**src/rtl/uart_mem_bridge.sv**
```systemverilog
// Bridges one-shot UART monitor read/write requests onto a single-master memory port.
// Optional ack timeout is enabled with the BRIDGE_TIMEOUT_EN macro.
module uart_mem_bridge #(
  parameter int unsigned TIMEOUT_CYC = 255
) (
  input  logic        clk,
  input  logic        rst,
  input  logic        u_read_req,
  input  logic        u_read_w,
  input  logic [31:0] u_read_adr,
  output logic        read_valid,
  output logic [31:0] read_data,
  input  logic        u_write_req,
  input  logic        u_write_w,
  input  logic [31:0] u_write_adr,
  input  logic [31:0] u_write_data,
  output logic        write_finish,
  input  logic        cpu_busy,
  output logic        mem_req,
  output logic        mem_we,
  output logic        mem_isel,
  output logic [29:0] mem_adr,
  output logic [31:0] mem_wdata,
  input  logic        mem_ack,
  input  logic [31:0] mem_rdata,
  output logic        req_ovr
);

  typedef enum logic [1:0] {
    IDLE  = 2'd0,
    ISSUE = 2'd1,
    WAIT  = 2'd2,
    DONE  = 2'd3
  } state_t;

  state_t      state_q, state_d;

  logic        rd_vld_q, rd_vld_d;
  logic        rd_isel_q, rd_isel_d;
  logic [29:0] rd_adr_q, rd_adr_d;

  logic        wr_vld_q, wr_vld_d;
  logic        wr_isel_q, wr_isel_d;
  logic [29:0] wr_adr_q, wr_adr_d;
  logic [31:0] wr_data_q, wr_data_d;

  logic        mem_we_q, mem_we_d;
  logic        mem_isel_q, mem_isel_d;
  logic [29:0] mem_adr_q, mem_adr_d;
  logic [31:0] mem_wdata_q, mem_wdata_d;
  logic [31:0] read_data_q, read_data_d;
  logic        req_ovr_q, req_ovr_d;

  logic        wait_end;
  logic        timed_out;

`ifdef BRIDGE_TIMEOUT_EN
  logic [15:0] to_cnt_q, to_cnt_d;

  // Counts completed WAIT cycles; the last one is cycle TIMEOUT_CYC.
  always_comb begin
    to_cnt_d  = '0;
    timed_out = 1'b0;
    if (state_q == WAIT && !mem_ack) begin
      if (to_cnt_q == 16'(TIMEOUT_CYC - 1)) begin
        timed_out = 1'b1;
      end else begin
        to_cnt_d = to_cnt_q + 16'd1;
      end
    end
  end

  always_ff @(posedge clk or posedge rst) begin
    if (rst) begin
      to_cnt_q <= '0;
    end else begin
      to_cnt_q <= to_cnt_d;
    end
  end

  logic unused_ok;
  assign unused_ok = ^{u_read_adr[1:0], u_write_adr[1:0]};
`else
  assign timed_out = 1'b0;

  logic unused_ok;
  assign unused_ok = ^{u_read_adr[1:0], u_write_adr[1:0], 32'(TIMEOUT_CYC)};
`endif

  assign wait_end = (state_q == WAIT) && (mem_ack || timed_out);

  // Request slots and overrun flag.
  always_comb begin
    rd_vld_d  = rd_vld_q;
    rd_isel_d = rd_isel_q;
    rd_adr_d  = rd_adr_q;
    wr_vld_d  = wr_vld_q;
    wr_isel_d = wr_isel_q;
    wr_adr_d  = wr_adr_q;
    wr_data_d = wr_data_q;
    req_ovr_d = req_ovr_q;

    if (wait_end) begin
      if (mem_we_q) begin
        wr_vld_d = 1'b0;
      end else begin
        rd_vld_d = 1'b0;
      end
    end

    if (u_read_req) begin
      if (rd_vld_q) begin
        req_ovr_d = 1'b1;
      end else begin
        rd_vld_d  = 1'b1;
        rd_isel_d = u_read_w;
        rd_adr_d  = u_read_adr[31:2];
      end
    end

    if (u_write_req) begin
      if (wr_vld_q) begin
        req_ovr_d = 1'b1;
      end else begin
        wr_vld_d  = 1'b1;
        wr_isel_d = u_write_w;
        wr_adr_d  = u_write_adr[31:2];
        wr_data_d = u_write_data;
      end
    end
  end

  // Next state and registered memory-side controls.
  always_comb begin
    state_d     = state_q;
    mem_we_d    = mem_we_q;
    mem_isel_d  = mem_isel_q;
    mem_adr_d   = mem_adr_q;
    mem_wdata_d = mem_wdata_q;
    read_data_d = read_data_q;

    unique case (state_q)
      IDLE: begin
        if (!cpu_busy) begin
          if (wr_vld_q) begin
            state_d     = ISSUE;
            mem_we_d    = 1'b1;
            mem_isel_d  = wr_isel_q;
            mem_adr_d   = wr_adr_q;
            mem_wdata_d = wr_data_q;
          end else if (rd_vld_q) begin
            state_d    = ISSUE;
            mem_we_d   = 1'b0;
            mem_isel_d = rd_isel_q;
            mem_adr_d  = rd_adr_q;
          end
        end
      end
      ISSUE: state_d = WAIT;
      WAIT: begin
        if (wait_end) begin
          state_d = DONE;
          if (!mem_we_q) begin
            read_data_d = mem_ack ? mem_rdata : 32'hDEAD_BEEF;
          end
        end
      end
      DONE:    state_d = IDLE;
      default: state_d = IDLE;
    endcase
  end

  always_ff @(posedge clk or posedge rst) begin
    if (rst) begin
      state_q     <= IDLE;
      rd_vld_q    <= 1'b0;
      rd_isel_q   <= 1'b0;
      rd_adr_q    <= '0;
      wr_vld_q    <= 1'b0;
      wr_isel_q   <= 1'b0;
      wr_adr_q    <= '0;
      wr_data_q   <= '0;
      mem_we_q    <= 1'b0;
      mem_isel_q  <= 1'b0;
      mem_adr_q   <= '0;
      mem_wdata_q <= '0;
      read_data_q <= '0;
      req_ovr_q   <= 1'b0;
    end else begin
      state_q     <= state_d;
      rd_vld_q    <= rd_vld_d;
      rd_isel_q   <= rd_isel_d;
      rd_adr_q    <= rd_adr_d;
      wr_vld_q    <= wr_vld_d;
      wr_isel_q   <= wr_isel_d;
      wr_adr_q    <= wr_adr_d;
      wr_data_q   <= wr_data_d;
      mem_we_q    <= mem_we_d;
      mem_isel_q  <= mem_isel_d;
      mem_adr_q   <= mem_adr_d;
      mem_wdata_q <= mem_wdata_d;
      read_data_q <= read_data_d;
      req_ovr_q   <= req_ovr_d;
    end
  end

  // mem_req decodes straight from state so an async reset removes it at once.
  assign mem_req      = (state_q == ISSUE) || (state_q == WAIT);
  assign mem_we       = mem_we_q;
  assign mem_isel     = mem_isel_q;
  assign mem_adr      = mem_adr_q;
  assign mem_wdata    = mem_wdata_q;
  assign read_data    = read_data_q;
  assign req_ovr      = req_ovr_q;
  assign read_valid   = (state_q == DONE) && !mem_we_q;
  assign write_finish = (state_q == DONE) && mem_we_q;

endmodule

```
**config.mk**
```make
export PLATFORM = sky130hd
export DESIGN_NAME = uart_mem_bridge
export DESIGN_NICKNAME = d
export VERILOG_FILES = /design/src/rtl/uart_mem_bridge.sv
export SDC_FILE = /design/constraint.sdc
export NUM_CORES = 1
export LEC_CHECK = 0
export BUFFER_PORTS_ARGS = -buffer_cell sky130_fd_sc_hd__buf_2
export CAP_MARGIN = 20
export CELL_PAD_IN_SITES_DETAIL_PLACEMENT = 1
export CELL_PAD_IN_SITES_GLOBAL_PLACEMENT = 1
export CORE_UTILIZATION = 45
export DETAILED_ROUTE_END_ITERATION = 6
export GPL_ROUTABILITY_DRIVEN = 0
export PLACE_DENSITY = 0.9
export SYNTH_ARGS = -nofsm -noshare
export SYNTH_HDL_FRONTEND = slang
export SYNTH_SLANG_ARGS = --single-unit
```
**constraint.sdc**
```tcl
create_clock -name clk -period 13.7 [get_ports clk]
set_input_delay 0 -clock clk [delete_from_list [all_inputs] [get_ports clk]]
set_output_delay 0 -clock clk [all_outputs]
set_load 0.02 [all_outputs]
```
==> impl_results.md <==
* Outcome: finished, final reports clean
* Crit path buf inv count at 1
* Largest family of logic cells by synthesized area: multiplexers
* Family with the most delay on the worst path: flip-flops
* Slowest stage delay, CP at 0.99 ns
* Die X at 133 um
* Final critical-path required period at 2.71 ns
* WL final at ~22 mm
* Unrepaired setup endpoints after global routing: false
* Core area at 16,700 um^2
* Hold Buf Count CTS at between 100 and 150
* Worst path arrival time at 3.01 ns
* Port bufs at roughly 230
* Xor/xnor cell area share of the yosys netlist at 0
* Clock Skews at 0.00661 ns
* Post-route cell area at roughly 11,000 um^2
* Leak at 0.00508 uW
* Critical path peak fanout at 37
* Slew headroom at 0.299
* Number of remaining DRC errors at 0
* Clock tree from TritonCTS: built
* GRT Util Overall at 0.263
* Setup TNS at 0 ns
* Syn Inst Count at between 400 and 500
* First-pass DRT Iterations at 4
* Number of max-cap violations at 0
* Synthesis Warnings at 0
* Post-Layout Cell Count at about 1.1k
* Largest net degree at the start of global routing at between 100 and 150
* Synthesized Nets at 607
* Hold Path Class: in2reg
* Grt ovf at 0
* Post-synth top area share at 0.630
* Synth Register Bits at between 150 and 200
* Post-synthesis mux area share at 0.321
* Inst Count DP at 899
* IO Pins at 236
* Vias at ~5.3k
* Clk root buf: clkbuf_16
* Complex-gate fraction of the synthesized area at 0.00663
* Worst setup SP type: flop
* Post-Synth Simple-Gate Area at 0.0102
* CP Class: reg2reg
* Post_cts resized at 0
* Dpl cell area at 9060 um^2
* Routed WL per cell at 21.0 um
* Largest area contributor in the netlist: dfrtp_1
* Mapped Area at between 7000 and 8000 um^2
* Crit-path slowest cell: dfrtp_2
* Site Rows at 47
* Share of layout cells above drive strength 1 at 0.581
* VDD IR-drop max at about 0.00012 V
* Dpl ws at around 11 ns
* Mean Syn Cell Area at 16.6 um^2
* Die Y at 133 um
* Num CTS Buffers at 17
* FMAX at 368 MHz
* Die area at roughly 18,000 um^2
* Post-synthesis cell type count at 22
* Crit. End Element: flop
* Hold Fails Final Rpt at 0
* Worst-margin pin slew at 1.05 ns
* Sequential share of the synthesized area at 0.630
* DRT iter0 DRCs at roughly 200
* Clk pin slew, worst setup/hold paths at 0.07 ns
* WHS at 0.0553 ns
* Vias in the first global route at between 6k and 7k
* Worst-path cell chain: nand3b_1 > buf_4 > mux2_2
* Critical path data required time at roughly 14 ns
* Final worst-path cycle share at 0.198
* TritonCTS sink count at 195
* Routed vias/inst at 5.02
* Initial Util at 0.464
* Adder-Cell Fraction of Synth Area at 0.00647
* DP HPWL at 12.4 mm
* Power per standard cell area at 232 nW/um^2
* Max H-tree Level at 4
* Top cells by area, synth: dfrtp_1 63%, mux2_2 32%, buf_6 1.3%
* Final Max Slew Viols at 0
* Synth-to-Final Area Change at 41.2%
* Initial antenna violation count at 3
* Clk_lat worst skew at 0.42 ns
* Layout Nets at 968
* Final Worst Setup Slack at 10.99 ns
* Post-route ant nets at 0
* Max clock buf depth at 2
* Final setup fails at 0
* First-pass GRT wire length at between 30 and 40 mm
* Post-CTS Setup Inserts at 0
-- synth_stat cells --
library cell and instances:
a21o_1 2, a21oi_1 1, a221o_1 1, a2bb2oi_1 1, and2_1 1, buf_2 13, buf_4 1, buf_6 9
clkbuf_1 1, dfrtp_1 195, ha_1 4, inv_1 4, mux2_1 3, mux2_2 218, nand2_1 1, nand3_1 2
nand3b_1 1, nor2_1 2, nor2b_1 4, nor3b_4 1, o21ai_0 1, o21bai_1 1
-- worst paths after layout --
kind / startpoint / end / slack [ns] / depth (start not counted)
worst max-delay path: wr_vld_q / mem_wdata[8] / 10.99 / 3
worst min-delay path: cpu_busy / state_q[0] / 0.06 / 4
worst max register to register: wr_vld_q / mem_wdata[8] / 10.99 / 3
worst min register to register: mem_adr[4] / mem_adr[4] / 0.50 / 1
max in group asynchronous: rst / rd_adr_q[11] / 11.90 / 4
min in group asynchronous: rst / wr_data_q[8] / 0.27 / 3
-- flip-flops by register name, summed over array words and instances (netlist names) --
| signal | cells |
|---|---|
| wr_adr_q | 30 |
| rd_isel_q | 1 |
| mem_adr | 30 |
| mem_wdata | 32 |
| state_q | 2 |
| req_ovr | 1 |
| wr_data_q | 32 |
| mem_we | 1 |
| read_data | 32 |
| wr_vld_q | 1 |
| mem_isel | 1 |
| rd_adr_q | 30 |
| wr_isel_q | 1 |
| rd_vld_q | 1 |
-- cell usage in the layout, fill, tap and decap left out, types with 3 or more instances in the layout --
master,n
dfrtp_1,194
mux2_2,218
clkbuf_16,17
buf_2,231
diode_2,3
inv_6,3
inv_8,3
dlygate4sd3_1,130
ha_1,4
buf_4,5
clkinv_4,3
inv_1,3
mux2_1,3
-- cell type report --
cell class | instances | area (um^2)
Antenna cell | 3 | 7.51
Tap cell | 220 | 275
Timing Repair Buffer | 366 | 2490
Inverter | 4 | 22.5
Clock inverter | 12 | 123
Multi-Input combinational cell | 244 | 2680
Clock buffer | 20 | 447
Fill cell | 1612 | 5770
Sequential cell | 195 | 4880
-- logic make-up after synthesis --
kind of cell | count (synthesis)
flops | 195
compound gates | 7
buf+inv | 28
mux | 221
fa+ha+maj | 4
simple gates | 12
-- power by group --
part	leakage, uW	total, uW	internal (uW)	switching [uW]
sequential	0.00231	1070	871	195
combinational	0.00249	983	492	491
clock	0.000279	490	261	229
total	0.00508	2540	1620	915
-- per-stage QoR --
stage / utilization / power, uW
after floorplan: - / 1680
after global placement: 0.542 / 1900
after detailed placement: 0.542 / 1990
after CTS: 0.654 / 2520
after global routing: 0.655 / 2670
final: 0.655 / 2540
-- metal layers --
layer | wire [um] | vias to the layer above | GRT usage
met2 | 12500 | 173 | 0.496
met5 | 0 | - | 0
met1 | 8450 | 2759 | 0.296
met3 | 870 | 39 | 0.0525
li1 | - | 2365 | -
met4 | 595 | 0 | 0.0827
-- worst reg2reg max path: stages (launching register included) --
cell and delay, ns:
dfrtp_2 0.99, nand3b_1 0.79, buf_4 0.50, mux2_2 0.32
No activity file was read; power rests on OpenSTA's default activity.
